File: src/rtl/operand_input_fsm_pkg.sv
// Shared definitions for the operand entry block: default parameters,
// the FSM state encoding and a helper that maps a state to its operand index.
package operand_input_fsm_pkg;

  localparam int unsigned DEBOUNCE_TICKS_DEF = 32;
  localparam int unsigned DATA_W_DEF         = 4;
  localparam int unsigned IDX_W              = 2;
  localparam int unsigned NUM_OPS            = 4;

  typedef enum logic [2:0] {
    GET_A = 3'd0,
    GET_B = 3'd1,
    GET_C = 3'd2,
    GET_D = 3'd3,
    SEND  = 3'd4,
    SHOW  = 3'd5
  } state_e;

  // Operand slot being entered; SEND and SHOW report slot 0.
  function automatic logic [IDX_W-1:0] state_index(input state_e s);
    case (s)
      GET_A:   return IDX_W'(0);
      GET_B:   return IDX_W'(1);
      GET_C:   return IDX_W'(2);
      GET_D:   return IDX_W'(3);
      default: return IDX_W'(0);
    endcase
  endfunction

endpackage

File: src/rtl/operand_input_fsm_if.sv
// Operand handshake towards the divider core.
//   op_valid_out      : operand set valid (master drives)
//   op_ready_in       : core ready to take the set (slave drives)
//   op_a..op_d_out    : captured operands (master drives)
interface operand_input_fsm_if
  import operand_input_fsm_pkg::*;
#(
  parameter int unsigned DATA_W = DATA_W_DEF
) ();

  logic              op_valid_out;
  logic              op_ready_in;
  logic [DATA_W-1:0] op_a_out;
  logic [DATA_W-1:0] op_b_out;
  logic [DATA_W-1:0] op_c_out;
  logic [DATA_W-1:0] op_d_out;

  modport master (
    output op_valid_out, op_a_out, op_b_out, op_c_out, op_d_out,
    input  op_ready_in
  );

  modport slave (
    input  op_valid_out, op_a_out, op_b_out, op_c_out, op_d_out,
    output op_ready_in
  );

endinterface

File: src/rtl/operand_input_fsm_btn_debounce.sv
// Button conditioning: 2-flop synchronizer, debounce counter and a
// one-cycle press pulse on each accepted 0->1 of the debounced level.
//   clk, rst : clock, async active-high reset
//   btn_i    : raw asynchronous button
//   press_o  : one-cycle press pulse (releases produce nothing)
module operand_input_fsm_btn_debounce
  import operand_input_fsm_pkg::*;
#(
  parameter int unsigned DEBOUNCE_TICKS = DEBOUNCE_TICKS_DEF
) (
  input  logic clk,
  input  logic rst,
  input  logic btn_i,
  output logic press_o
);

  localparam int unsigned CNT_W = (DEBOUNCE_TICKS > 1) ? $clog2(DEBOUNCE_TICKS) : 1;

  logic             sync1_q, sync2_q;
  logic             level_q, level_d;
  logic             level_prev_q;
  logic             press_q;
  logic [CNT_W-1:0] cnt_q, cnt_d;

  // Count consecutive disagreeing cycles; the last one flips the level.
  always_comb begin
    level_d = level_q;
    cnt_d   = '0;
    if (sync2_q != level_q) begin
      if (cnt_q == CNT_W'(DEBOUNCE_TICKS - 1)) begin
        level_d = sync2_q;
      end else begin
        cnt_d = cnt_q + CNT_W'(1);
      end
    end
  end

  always_ff @(posedge clk or posedge rst) begin
    if (rst) begin
      sync1_q      <= 1'b0;
      sync2_q      <= 1'b0;
      level_q      <= 1'b0;
      level_prev_q <= 1'b0;
      cnt_q        <= '0;
      press_q      <= 1'b0;
    end else begin
      sync1_q      <= btn_i;
      sync2_q      <= sync1_q;
      level_q      <= level_d;
      level_prev_q <= level_q;
      cnt_q        <= cnt_d;
      press_q      <= level_q & ~level_prev_q;
    end
  end

  assign press_o = press_q;

endmodule

File: src/rtl/operand_input_fsm.sv
// Operand entry FSM: four button presses capture operands a..d from the
// switches, the set is offered to the divider over a valid/ready handshake,
// then the result is shown until a further press clears everything.
//   clk, rst          : clock, async active-high reset
//   btn_c_in          : raw centre button
//   sw_in             : operand switches
//   op_if (master)    : operand set + valid/ready handshake
//   disp_operand_out  : last captured operand
//   op_index_out      : next operand slot (0=a..3=d)
//   show_result_out   : result display phase
//   clear_out         : one-cycle downstream clear pulse
module operand_input_fsm
  import operand_input_fsm_pkg::*;
#(
  parameter int unsigned DEBOUNCE_TICKS = DEBOUNCE_TICKS_DEF,
  parameter int unsigned DATA_W         = DATA_W_DEF
) (
  input  logic                 clk,
  input  logic                 rst,
  input  logic                 btn_c_in,
  input  logic [DATA_W-1:0]    sw_in,
  operand_input_fsm_if.master  op_if,
  output logic [DATA_W-1:0]    disp_operand_out,
  output logic [IDX_W-1:0]     op_index_out,
  output logic                 show_result_out,
  output logic                 clear_out
);

  logic              press;
  state_e            state_q, state_d;
  logic [DATA_W-1:0] op_q [NUM_OPS];
  logic [DATA_W-1:0] op_d [NUM_OPS];
  logic [DATA_W-1:0] disp_q, disp_d;
  logic [IDX_W-1:0]  idx_q, idx_d;
  logic              valid_q, valid_d;
  logic              show_q, show_d;
  logic              clear_q, clear_d;

  operand_input_fsm_btn_debounce #(
    .DEBOUNCE_TICKS(DEBOUNCE_TICKS)
  ) u_btn_debounce (
    .clk    (clk),
    .rst    (rst),
    .btn_i  (btn_c_in),
    .press_o(press)
  );

  // Next state and next register values; outputs follow the next state so
  // they line up with the state register.
  always_comb begin
    state_d = state_q;
    op_d    = op_q;
    disp_d  = disp_q;
    clear_d = 1'b0;
    unique case (state_q)
      GET_A, GET_B, GET_C, GET_D: begin
        if (press) begin
          op_d[state_index(state_q)] = sw_in;
          disp_d                     = sw_in;
          unique case (state_q)
            GET_A:   state_d = GET_B;
            GET_B:   state_d = GET_C;
            GET_C:   state_d = GET_D;
            default: state_d = SEND;
          endcase
        end
      end
      SEND: begin
        // Presses are dropped here; only the handshake moves on.
        if (op_if.op_ready_in) begin
          state_d = SHOW;
        end
      end
      SHOW: begin
        if (press) begin
          clear_d = 1'b1;
          disp_d  = '0;
          for (int i = 0; i < int'(NUM_OPS); i++) begin
            op_d[i] = '0;
          end
          state_d = GET_A;
        end
      end
      default: state_d = GET_A;
    endcase
    valid_d = (state_d == SEND);
    show_d  = (state_d == SHOW);
    idx_d   = state_index(state_d);
  end

  always_ff @(posedge clk or posedge rst) begin
    if (rst) begin
      state_q <= GET_A;
      for (int i = 0; i < int'(NUM_OPS); i++) begin
        op_q[i] <= '0;
      end
      disp_q  <= '0;
      idx_q   <= '0;
      valid_q <= 1'b0;
      show_q  <= 1'b0;
      clear_q <= 1'b0;
    end else begin
      state_q <= state_d;
      op_q    <= op_d;
      disp_q  <= disp_d;
      idx_q   <= idx_d;
      valid_q <= valid_d;
      show_q  <= show_d;
      clear_q <= clear_d;
    end
  end

  assign op_if.op_valid_out = valid_q;
  assign op_if.op_a_out     = op_q[0];
  assign op_if.op_b_out     = op_q[1];
  assign op_if.op_c_out     = op_q[2];
  assign op_if.op_d_out     = op_q[3];
  assign disp_operand_out   = disp_q;
  assign op_index_out       = idx_q;
  assign show_result_out    = show_q;
  assign clear_out          = clear_q;

endmodule

File: src/flat_wrapper.sv
// flat-port wrapper written by rule: the top's interface ports become plain ports
module operand_input_fsm_flat import operand_input_fsm_pkg::*;
#(
  parameter int unsigned DEBOUNCE_TICKS = DEBOUNCE_TICKS_DEF,
  parameter int unsigned DATA_W         = DATA_W_DEF
)
  (clk, rst, btn_c_in, sw_in, disp_operand_out, op_index_out, show_result_out, clear_out, op_if_op_valid_out, op_if_op_a_out, op_if_op_b_out, op_if_op_c_out, op_if_op_d_out, op_if_op_ready_in);
  operand_input_fsm_if #(.DATA_W(DATA_W)) op_if_i ();
  input  logic clk;
  input  logic rst;
  input  logic btn_c_in;
  input  logic [DATA_W-1:0] sw_in;
  output logic [DATA_W-1:0] disp_operand_out;
  output logic [IDX_W-1:0] op_index_out;
  output logic show_result_out;
  output logic clear_out;
  output wire logic [$bits(op_if_i.op_valid_out)-1:0] op_if_op_valid_out;
  output wire logic [$bits(op_if_i.op_a_out)-1:0] op_if_op_a_out;
  output wire logic [$bits(op_if_i.op_b_out)-1:0] op_if_op_b_out;
  output wire logic [$bits(op_if_i.op_c_out)-1:0] op_if_op_c_out;
  output wire logic [$bits(op_if_i.op_d_out)-1:0] op_if_op_d_out;
  input wire logic [$bits(op_if_i.op_ready_in)-1:0] op_if_op_ready_in;
  assign op_if_op_valid_out = op_if_i.op_valid_out;
  assign op_if_op_a_out = op_if_i.op_a_out;
  assign op_if_op_b_out = op_if_i.op_b_out;
  assign op_if_op_c_out = op_if_i.op_c_out;
  assign op_if_op_d_out = op_if_i.op_d_out;
  assign op_if_i.op_ready_in = op_if_op_ready_in;
  operand_input_fsm #(.DEBOUNCE_TICKS(DEBOUNCE_TICKS), .DATA_W(DATA_W)) u_core (.clk(clk), .rst(rst), .btn_c_in(btn_c_in), .sw_in(sw_in), .op_if(op_if_i), .disp_operand_out(disp_operand_out), .op_index_out(op_index_out), .show_result_out(show_result_out), .clear_out(clear_out));
endmodule
File: config.mk
export PLATFORM = sky130hd
export DESIGN_NAME = operand_input_fsm_flat
export DESIGN_NICKNAME = d
export VERILOG_FILES = /design/src/rtl/operand_input_fsm_pkg.sv /design/src/rtl/operand_input_fsm_if.sv /design/src/rtl/operand_input_fsm_btn_debounce.sv /design/src/rtl/operand_input_fsm.sv /design/src/flat_wrapper.sv
export SDC_FILE = /design/constraint.sdc
export NUM_CORES = 1
export LEC_CHECK = 0
export BUFFER_PORTS_ARGS = -buffer_cell sky130_fd_sc_hd__buf_2
export CAP_MARGIN = 20
export CORE_MARGIN = 1
export CORE_UTILIZATION = 45
export DETAILED_ROUTE_END_ITERATION = 7
export MAX_ROUTING_LAYER = met4
export PLACE_DENSITY_LB_ADDON = 0.25
export SLEW_MARGIN = 40
export SYNTH_ARGS = -nofsm -noshare
export SYNTH_HDL_FRONTEND = slang
export SYNTH_HIERARCHICAL = 1
export SYNTH_SLANG_ARGS = --single-unit
export TNS_END_PERCENT = 20
File: constraint.sdc
create_clock -name clk -period 1.61 [get_ports clk]
set_input_delay 0.4025 -clock clk [delete_from_list [all_inputs] [get_ports clk]]
set_output_delay 0.4025 -clock clk [all_outputs]
set_load 0.02 [all_outputs]
==> summary.md, run 1 <==
| Metric | Value |
|---|---|
| # H-tree levels | 2 |
| PD cells | between 800 and 900 nW/µm² |
| Syn nets | about 160 |
| WL/cell | 13.3 µm |
| Drt drc | 0 |
| Post-DP Area | approximately 1800 µm² |
| Asr flop ratio synth | 100% |
| Vias per cell | between 5 and 6 |
| Register area share after synthesis | between 50% and 60% |
| Mapped Area | ~1600 µm² |
| Crit-path max FO | 3 |
| Worst hold path type | in2async |
| Worst vdd ir | 0.000581 V |
| Fill cells | 321 |
| Antenna violations before repair | 0 |
| Post-CTS setup buffers | 0 |
| Num ports | 33 |
| Count of warnings emitted by yosys | 6 |
| Worst-path clk slew | about 0.1 ns |
| Clock root cell | clkbuf_4 |
| Initial DRC Count | 38 |
| Overall Global Routing Usage | about a fifth |
| Post-synth top flop | dfrtp_1 |
| Port Buffers | 32 |
| DRT Pass-1 Iters | 4 |
| RD Place Congestion | around 0.73 |
| Pins Over Slew Limit | 0 |
| Fin. Hold Viols | 0 |
| Starting Density | between 40% and 50% |
| Max-Cap Viols | 0 |
| Final min period | roughly 1.4 ns |
| Final Cycle Share | a little under nine tenths |
| Fraction of layout cells with a size suffix above 1 | between 20% and 30% |
| Die area | 3800 µm² |
| Relative slew slack | roughly two thirds |
| EDFF count, synth | 0 |
| Largest net degree at the start of global routing | 29 |
| CTS resizes | 0 |
| CTS tree | built |
| Post-synthesis cell count | about 150 |
| Mapped Avg Cell Area | ~11 µm² |
| Number of CTS-inserted buffers | 5 |
| Fin Clk Skew | around 0.0060 ns |
| Number of diodes | 0 |
| # setup viols final | 0 |
| Total Power | around 1500 µW |
| Type of origin of the critical path | flip-flop |
| Leak pwr | roughly 0.00092 µW |
| Antenna violation net count after detailed routing | 0 |
| Setup TNS | 0 ns |
| Die X | between 60 and 70 µm |
| Critical path data arrival time | ~1.6 ns |
| Crit path required time | between 1.5 and 2 ns |
| Worst Setup End Kind | flip-flop |
| Total grt overflow | 0 |
| Rows | 21 |
| RSZ-0062 raised after global routing | no |
| Post-route setup slack | 0.222 ns |
| Routed vias | ~1200 |
| Max Clock Freq | approximately 720 MHz |
| Clock Sinks | 38 |
| Clk_lat worst skew | 0.34 ns |
| Dpl hpwl | roughly 2.1 mm |
| CTS hold repair buffers | 0 |
| Transition time at the pin with the least slew margin | around 0.47 ns |
| Register bit total from synthesis | 38 |
| Critical path class | reg2reg |
| Area grow syn2layout | 16.7% |
| Yosys cell types | 33 |
| Pre-CTS WS | approximately 0.23 ns |
| Core ar. | about 3400 µm² |
| Final WL | approximately 3 mm |
| Vias in the first global route | about 1100 |
| Final net count | around 190 |
| Chip height | 61.6 µm |
| CTS Buffer Depth | 2 |
| Global-route wire length before repair | 5.08 mm |
| Outcome | complete, no violations |
| Design area | around 1900 µm² |
[stage by stage]
| step | utilization [%] | std cells | hold WS (ns) |
|---|---|---|---|
| final | 55.5 | 228 | 0.0211 |
| after global routing | 55.5 | 228 | 0.0261 |
| after CTS | 55.5 | 228 | 0.0217 |
| after detailed placement | 54.0 | 222 | 0.339 |
| after global placement | 54.0 | 222 | 0.334 |
| after floorplan | - | 146 | 0.243 |
[critical path, stage by stage (launching register included)]
cell and delay [ns]:
dfrtp_1 0.41, ha_1 0.23, and3_1 0.20, ha_1 0.19
mux2_2 0.26
[cells by family (layout without fill, tap and decap cells)]
| kind of cell | after synthesis | after routing | share of synthesized area [%] |
|---|---|---|---|
| simple gates | 49 | 49 | 16.3 |
| compound gates | 42 | 42 | 16.7 |
| flops | 38 | 38 | 59.5 |
| buf+inv | 11 | 47 | 3.60 |
| xor+xnor | 3 | 3 | 1.64 |
| fa+ha+maj | 2 | 2 | 1.56 |
| mux | 1 | 1 | 0.704 |
[flip-flops by register name, indices dropped and copies added, names as in the netlist, 2 cells and up]
name and count:
u_core/state_q 3, u_core/op_index_out 2, u_core/op_if.op_b_out 4, u_core/op_if.op_d_out 4
u_core/op_if.op_c_out 4, u_core/u_btn_debounce/cnt_q 5, u_core/disp_operand_out 4, u_core/op_if.op_a_out 4
[cell type report]
| class | instances | area, µm² | share of cell area [%] |
|---|---|---|---|
| clock buffer | 6 | 51.3 | 2.75 |
| inverter | 3 | 11.3 | 0.603 |
| multi-input combinational | 97 | 591 | 31.6 |
| sequential | 38 | 951 | 50.9 |
| tap | 46 | 57.6 | 3.08 |
| timing repair buffer | 38 | 205 | 11.0 |
[layer usage]
metal	vias up	share of wire, %	track usage, %	wire length [µm]
met5	-	0	-	0
met4	0	2.0	8.57	61
met3	6	5.3	6.93	160
met2	33	46	28.3	1390
met1	555	47	25.2	1420
li1	582	-	-	-
[placed cells by master, fill, tap and decap left out]
cell,instances
a22o_1,4
a21oi_1,8
dfrtp_1,38
buf_2,32
a211oi_1,1
nor3_1,1
xnor2_1,1
and2_1,3
nand2b_1,6
o31ai_1,4
inv_2,1
o2bb2ai_1,4
inv_1,2
nand2_1,15
nand3b_1,1
buf_4,6
a22oi_1,1
nor2b_1,9
nand3_1,2
and3_1,1
o21ai_1,10
a31oi_1,4
mux2_2,1
xor2_1,2
clkbuf_4,5
o22ai_1,4
o21ai_0,1
nand4bb_1,1
o21bai_1,1
ha_1,2
nor3b_2,1
and3b_1,1
clkbuf_8,1
nor2_1,8
[final timing paths]
| kind | depth (start not counted) | slack [ns] | start | end |
|---|---|---|---|---|
| max | 4 | 0.22 | u_core/u_btn_debounce/cnt_q[0] | u_core/u_btn_debounce/level_q |
| min | 2 | 0.02 | rst | u_core/u_btn_debounce/level_prev_q |
| max reg2reg | 4 | 0.22 | u_core/u_btn_debounce/cnt_q[0] | u_core/u_btn_debounce/level_q |
| min reg2reg | 0 | 0.36 | u_core/u_btn_debounce/sync1_q | u_core/u_btn_debounce/sync2_q |
| max in group asynchronous | 3 | 1.25 | rst | u_core/op_if.op_a_out[0] |
| min in group clk | 1 | 0.16 | btn_c_in | u_core/u_btn_debounce/sync1_q |
[cell usage after synthesis, types with 3 or more instances]
cell | n | area [µm²]
a21oi_1 | 8 | 40.0
a22o_1 | 4 | 35.0
a31oi_1 | 4 | 25.0
and2_1 | 3 | 18.8
buf_2 | 4 | 20.0
buf_4 | 3 | 22.5
dfrtp_1 | 38 | 951
nand2_1 | 15 | 56.3
nand2b_1 | 6 | 37.5
nor2_1 | 8 | 30.0
nor2b_1 | 9 | 56.3
o21ai_1 | 10 | 50.1
o22ai_1 | 4 | 25.0
o2bb2ai_1 | 4 | 35.0
o31ai_1 | 4 | 30.0
[where the power goes]
part / internal [µW] / switching, µW / total [µW]
clock: 197 / 281 / 477
combinational: 15.5 / 36.0 / 51.5
sequential: 962 / 5.31 / 968
Note: power is estimated with default switching activity, not from simulation.
==> run 2, diff against run 1 <==
==> constraint.sdc (replaced) <==
create_clock -name clk -period 1.61 [get_ports clk]
set_input_delay 0.0805 -clock clk [delete_from_list [all_inputs] [get_ports clk]]
set_output_delay 0.0805 -clock clk [all_outputs]
set_load 0.02 [all_outputs]
==> run 2 against run 1 <==
Against the previous run: sequential power about the same; cell area up 1.6%; wire length rose by 1.2%; clock power barely moved; fmax about the same; utilization rose by 0.89 points; sequential share of layout area down 0.81 points; via count rose by 1.9%; register-to-register slack barely moved.
==> summary.md, run 2 (synthesis gave the netlist of run 1 again) <==
| Metric | Value |
|---|---|
| Outcome | complete, no violations |
| Final Cycle Share | 86.2% (about the same) |
| PD cells | 792 nW/µm² (-1.2%) |
| Vias in the first global route | 1115 (+0.54%) |
| Fin. Hold Viols | 0 (unchanged) |
| Post-route setup slack | 0.222 ns (-0.00000300 ns) |
| Antenna violations before repair | 0 (unchanged) |
| # H-tree levels | 2 (unchanged) |
| Area grow syn2layout | 18.6% |
| Final net count | 196 (+1.6%) |
| Critical path data arrival time | 1.62 ns (about the same) |
| Most flops, register | u_core/u_btn_debounce/cnt_q |
| CTS Buffer Depth | 2 (unchanged) |
| Num ports | 33 (unchanged) |
| Final min period | 1.39 ns (+0.00000300 ns) |
| RSZ-0062 raised after global routing | no |
| Antenna violation net count after detailed routing | 0 (unchanged) |
| Clock root cell | clkbuf_4 |
| Overall Global Routing Usage | 19.8% (+0.046 points) |
| Initial DRC Count | 43 (+13%) |
| Most frequent cells in the layout | dfrtp_1, buf_2, nand2_1, o21ai_1, nor2b_1 |
| DRT Pass-1 Iters | 4 (unchanged) |
| Fraction of layout cells with a size suffix above 1 | 25.4% (-0.42 points) |
| Clock Sinks | 38 (unchanged) |
| Crit-path max FO | 3 (unchanged) |
| Critical path cell sequence | ha_1, and3_1, ha_1, mux2_2 |
| Worst vdd ir | 0.000581 V (about the same) |
| Setup TNS | 0 ns (unchanged) |
| Dpl hpwl | 2.14 mm (unchanged) |
| Critical path buffer and inverter count | 0 (unchanged) |
| Max FFs per register | 5 (unchanged) |
| Die X | 61.6 µm (unchanged) |
| Max-Cap Viols | 0 (unchanged) |
| Relative slew slack | 68.2% (-0.20 points) |
| Drt drc | 0 (unchanged) |
| Global-route wire length before repair | 5.09 mm (+0.28%) |
| Fin Clk Skew | 0.00526 ns (-0.000725 ns) |
| Worst-path clk slew | 0.10 ns (about the same) |
| Core ar. | 3360 µm² (unchanged) |
| Pre-CTS WS | 0.229 ns (unchanged) |
| Leak pwr | 0.000934 µW (+1.4%) |
| Final WL | 3.06 mm (+1.2%) |
| Max Clock Freq | 720 MHz (about the same) |
| Pins Over Slew Limit | 0 (unchanged) |
| Type of origin of the critical path | flip-flop |
| Worst hold path type | in2reg |
| Rows | 21 (unchanged) |
| Post-DP Area | 1820 µm² (unchanged) |
| Number of diodes | 0 (unchanged) |
| Chip height | 61.6 µm (unchanged) |
| WL/cell | 13.3 µm (-0.12%) |
| Crit path required time | 1.84 ns (about the same) |
| Largest net degree at the start of global routing | 29 (unchanged) |
| Slowest cell delay on critical path | 0.41 ns (about the same) |
| Fill cells | 319 (-0.62%) |
| Design area | 1900 µm² (+1.6%) |
| Most used cell, CP | ha_1 |
| Clk_lat worst skew | 0.34 ns (about the same) |
| Number of CTS-inserted buffers | 5 (unchanged) |
| Most common cell after layout, fill and taps aside | dfrtp_1 |
| Die area | 3800 µm² (unchanged) |
| Critical path class | reg2reg |
| CTS resizes | 0 (unchanged) |
| CTS tree | built |
| Vias per cell | 5.19 (+0.55%) |
| Critical path's slowest cell | dfrtp_1 |
| Port Buffers | 32 (unchanged) |
| Kind of cell adding the most delay to the critical path | adder cells |
| Transition time at the pin with the least slew margin | 0.477 ns (+0.00304 ns) |
| Routed vias | 1198 (+1.9%) |
| Worst Setup End Kind | flip-flop |
| Total grt overflow | 0 (unchanged) |
| # setup viols final | 0 (unchanged) |
| RD Place Congestion | 0.727 (unchanged) |
| Starting Density | 47.5% (unchanged) |
run 2: path summary, 6_finish.rpt:
check | from | end | slack [ns] | depth (start not counted)
setup / recovery | u_core/u_btn_debounce/cnt_q[0] | u_core/u_btn_debounce/level_q | 0.22 | 4
hold / removal | sw_in[0] | u_core/op_if.op_a_out[0] | 0.03 | 3
setup reg to reg | u_core/u_btn_debounce/cnt_q[0] | u_core/u_btn_debounce/level_q | 0.22 | 4
hold reg to reg | u_core/u_btn_debounce/sync1_q | u_core/u_btn_debounce/sync2_q | 0.36 | 0
max in group asynchronous | rst | u_core/op_if.op_a_out[0] | 1.02 | 4
min in group asynchronous | rst | u_core/u_btn_debounce/level_prev_q | 0.24 | 3
run 2: routing by layer:
layer	wire, µm	GRT usage, %	share of wire [%]
met3	166	6.93	5.4
met4	61	8.57	2.0
met1	1440	25.2	47
met5	0	-	0
met2	1400	28.4	46
run 2: timing repair:
item / CTS / global route
hold buffers: 3 / 0
setup buffers: 0 / 0
endpoints found under the hold margin: 40 / 0
run 2: stage by stage:
step | total power [µW] | instances | utilization, % | hold slack (ns)
2_1_floorplan | 1010 | 146 | - | -0.0793
3_5_place_dp | 1040 | 222 | 54.0 | 0.0800
3_3_place_gp | 1040 | 222 | 54.0 | 0.0726
4_1_cts | 1520 | 231 | 56.4 | 0.0143
5_1_grt | 1570 | 231 | 56.4 | 0.0228
6_report | 1500 | 231 | 56.4 | 0.0293
run 2: cell type report:
| type | count | area [µm²] | share of cell area (%) |
|---|---|---|---|
| multi-input combinational | 97 | 591 | 31.1 |
| inverter | 3 | 11.3 | 0.594 |
| sequential | 38 | 951 | 50.1 |
| tap | 46 | 57.6 | 3.03 |
| timing repair buffer | 41 | 235 | 12.4 |
| clock buffer | 6 | 51.3 | 2.70 |
run 2: worst reg2reg max path: cells and delay by family, from the launching register on:
family	cells	cell delay, ns
fa+ha+maj	2	0.42
flops	1	0.41
mux	1	0.26
simple gates	1	0.20
run 2: where the power goes:
group          switching, µW  internal (µW)  total (µW)
combinational           36.9           20.2        57.1
sequential              5.31            962         968
clock                    282            197         478
total                    324           1180        1500
==> run 3, diff against run 2 <==
Settings changed: SYNTH_HIERARCHICAL 1 to default.
==> run 3 against run 2 <==
Against the previous run: die area increased by 0.37%; register-to-register slack is essentially flat; highest routed layer unchanged; first-iteration DRC count up 79%; sequential power about the same; global-route usage down 0.83 points.
==> summary.md, run 3 <==
| Metric | Value |
|---|---|
| Mapped Area | 1610 µm² (+0.39%) |
| Num ports | 33 (unchanged) |
| Vias in the first global route | 1025 (-8.1%) |
| RSZ-0062 raised after global routing | no |
| Number of diodes | 0 (unchanged) |
| Critical path buffer and inverter count | 0 (unchanged) |
| EDFF count, synth | 0 (unchanged) |
| CTS tree | built |
| RD Place Congestion | 0.760 (+4.5%) |
| Core ar. | 3390 µm² (+0.78%) |
| CTS resizes | 0 (unchanged) |
| Register area share after synthesis | 59.2% (-0.23 points) |
| Vias per cell | 5.16 (-0.46%) |
| Drt drc | 0 (unchanged) |
| Worst Setup End Kind | flip-flop |
| Dpl hpwl | 2.24 mm (+4.6%) |
| Pre-CTS WS | 0.252 ns (+0.0234 ns) |
| Largest net degree at the start of global routing | 39 (+34%) |
| Max FFs per register | 5 (unchanged) |
| Chip height | 61.7 µm (+0.19%) |
| Design area | 1920 µm² (+1.1%) |
| Yosys cell types | 32 (-3.0%) |
| Starting Density | 47.4% (-0.18 points) |
| Relative slew slack | 67.6% (-0.68 points) |
| Total Power | 1550 µW (+3.4%) |
| XOR/XNOR Fraction of Synth Area | 1.64% (-0.0064 points) |
| Port Buffers | 32 (unchanged) |
| Number of CTS-inserted buffers | 5 (unchanged) |
| Fill cells | 295 (-7.5%) |
| Routed vias | 1177 (-1.8%) |
| Leak pwr | 0.000918 µW (-1.6%) |
| Initial DRC Count | 77 (+79%) |
| Hold WS | 0.0373 ns (+0.00796 ns) |
| Global-route wire length before repair | 4.83 mm (-5.1%) |
| Fraction of layout cells with a size suffix above 1 | 26.4% (+0.97 points) |
| DRT Pass-1 Iters | 4 (unchanged) |
| Critical path cell sequence | and2_1, o21ai_1, a22o_1 |
| Worst hold path type | in2reg |
| Simple-gate portion of the synthesized area | 16.0% (-0.30 points) |
| Largest family of logic cells by synthesized area | compound AO/OA/AOI/OAI gates |
| RR Endpoint | u_core.op_if.op_d_out[2] |
| Most numerous cell in the Yosys netlist | dfrtp_1 |
| Most frequent cells in the layout | dfrtp_1, buf_2, nand2_1, nor2_1 |
| Slowest cell delay on critical path | 0.65 ns (+0.24 ns) |
| Antenna violation net count after detailed routing | 0 (unchanged) |
| Critical path class | reg2reg |
| Overall Global Routing Usage | 18.9% (-0.83 points) |
| Outcome | complete, no violations |
| Post-CTS setup buffers | 0 (unchanged) |
| # setup viols final | 0 (unchanged) |
| PD cells | 811 nW/µm² (+2.3%) |
| Most flops, register | u_core.u_btn_debounce.cnt_q |
| Fin. Hold Viols | 0 (unchanged) |
| CP endpoint | u_core.op_if.op_d_out[2] |
| Setup TNS | 0 ns (unchanged) |
| Top cells by area, synth | dfrtp_1, a22o_1, nand2_1 |
| Worst vdd ir | 0.000695 V (+20%) |
| Max-Cap Viols | 0 (unchanged) |
| Post-synthesis cell count | 140 (-4.1%) |
| WL/cell | 13.4 µm (+0.95%) |
| Critical path data arrival time | 1.63 ns (about the same) |
| Transition time at the pin with the least slew margin | 0.487 ns (+0.0101 ns) |
| Final Cycle Share | 85.9% (-0.39 points) |
| CTS hold repair buffers | 4 (+1) |
| Clock Sinks | 38 (unchanged) |
| Post-route setup slack | 0.228 ns (+0.00623 ns) |
| Crit path required time | 1.86 ns (+0.02 ns) |
| Compound-Gate Fraction of Synth Area | 17.2% (+0.48 points) |
| Asr flop ratio synth | 100% (unchanged) |
| Pins Over Slew Limit | 0 (unchanged) |
| Post-synth top flop | dfrtp_1 |
| CTS Buffer Depth | 2 (unchanged) |
| Worst-path clk slew | 0.12 ns (+0.02 ns) |
| Max Clock Freq | 723 MHz (+0.45%) |
| Crit-path max FO | 16 (+13) |
| Die X | 61.7 µm (+0.19%) |
| Mapped Avg Cell Area | 11.5 µm² (+4.7%) |
| Register bit total from synthesis | 38 (unchanged) |
| Fin Clk Skew | 0.0176 ns (+0.0123 ns) |
| Count of warnings emitted by yosys | 0 (-6) |
| Final net count | 191 (-2.6%) |
| Final WL | 3.05 mm (-0.36%) |
| Antenna violations before repair | 0 (unchanged) |
| Die area | 3810 µm² (+0.37%) |
| Final min period | 1.38 ns (-0.00623 ns) |
| Mux contribution to synthesized area | 0.701% (-0.0027 points) |
| Critical path's slowest cell | dfrtp_1 |
| Worst setup startpoint | u_core.state_q[0] |
| Clock root cell | clkbuf_4 |
| Total grt overflow | 0 (unchanged) |
| R2r worst-path depth | 3 (-1) |
| Post-DP Area | 1790 µm² (-1.2%) |
| Area grow syn2layout | 19.5% |
| Most frequent cells after synthesis | dfrtp_1, nand2_1, nor2_1 |
| # H-tree levels | 2 (unchanged) |
| Post-synth top area share | 59.2% (-0.23 points) |
| Clk_lat worst skew | 0.36 ns (+0.02 ns) |
| Type of origin of the critical path | flip-flop |
| Rows | 21 (unchanged) |
| Synth area leader | dfrtp_1 |
| Most common cell after layout, fill and taps aside | dfrtp_1 |
| Crit path depth | 3 (-1) |
| Post-synthesis adder-cell area fraction | 1.56% (-0.0061 points) |
| Kind of cell adding the most delay to the critical path | flip-flops |
| Worst R2R Setup Slack | 0.23 ns (about the same) |
| Critical R2R Launch | u_core.state_q[0] |
| Syn nets | 150 (-3.8%) |
run 3: cell types whose count changed after synthesis, moves of 2 or more:
cell | previous run | this run
nor2b_1 | 9 | 2
o31a_1 | 0 | 4
buf_2 | 4 | 2
o31ai_1 | 4 | 1
a31oi_1 | 4 | 0
o21ai_0 | 1 | 6
a22o_1 | 4 | 8
nand2b_4 | 0 | 3
o21ai_1 | 10 | 5
run 3: cell type report:
type	instances	area, µm²	share of cell area, %
Sequential cell	38	951	49.6
Multi-Input combinational cell	92	596	31.1
Timing Repair Buffer	40	235	12.3
Tap cell	46	57.6	3.00
Clock buffer	6	51.3	2.67
Inverter	4	15.0	0.783
Clock inverter	2	12.5	0.652
run 3: kinds of logic after synthesis:
kind of cell	Yosys count
AO/OA/AOI/OAI	41
XOR/XNOR	3
adder cells (fa/ha/maj)	2
buffers and inverters	10
flip-flops	38
multiplexers	1
AND/OR/NAND/NOR	45
run 3: worst min path at each step:
stage / from / end / depth (start not counted)
global route: sw_in[3] / u_core.op_if.op_b_out[3] / 3
finish: sw_in[3] / u_core.op_if.op_b_out[3] / 3
CTS: sw_in[0] / u_core.disp_operand_out[0] / 2
global placement: btn_c_in / u_core.u_btn_debounce.sync1_q / 1
detailed placement: btn_c_in / u_core.u_btn_debounce.sync1_q / 1
floorplan: btn_c_in / u_core.u_btn_debounce.sync1_q / 0
run 3: routing by layer:
metal / GRT usage (%) / share of wire [%] / vias up
li1: - / - / 578
met1: 22.7 / 41 / 558
met2: 28.4 / 51 / 33
met3: 7.87 / 5.5 / 8
met4: 7.62 / 2.3 / 0
met5: - / 0 / -
run 3: worst register-to-register path: stages (launching register included):
cell and delay [ns]:
dfrtp_1 0.65, and2_1 0.21, o21ai_1 0.13, a22o_1 0.28
run 3: report_power, final:
part | switching, µW | internal [µW]
Clock | 312 | 210
Combinational | 38.2 | 27.1
Sequential | 5.55 | 963
run 3: metrics by stage:
step | cells | utilization (%)
after floorplan | 140 | -
after global placement | 214 | 52.9
after detailed placement | 214 | 52.9
after CTS | 226 | 56.0
after global routing | 228 | 56.6
final | 228 | 56.6
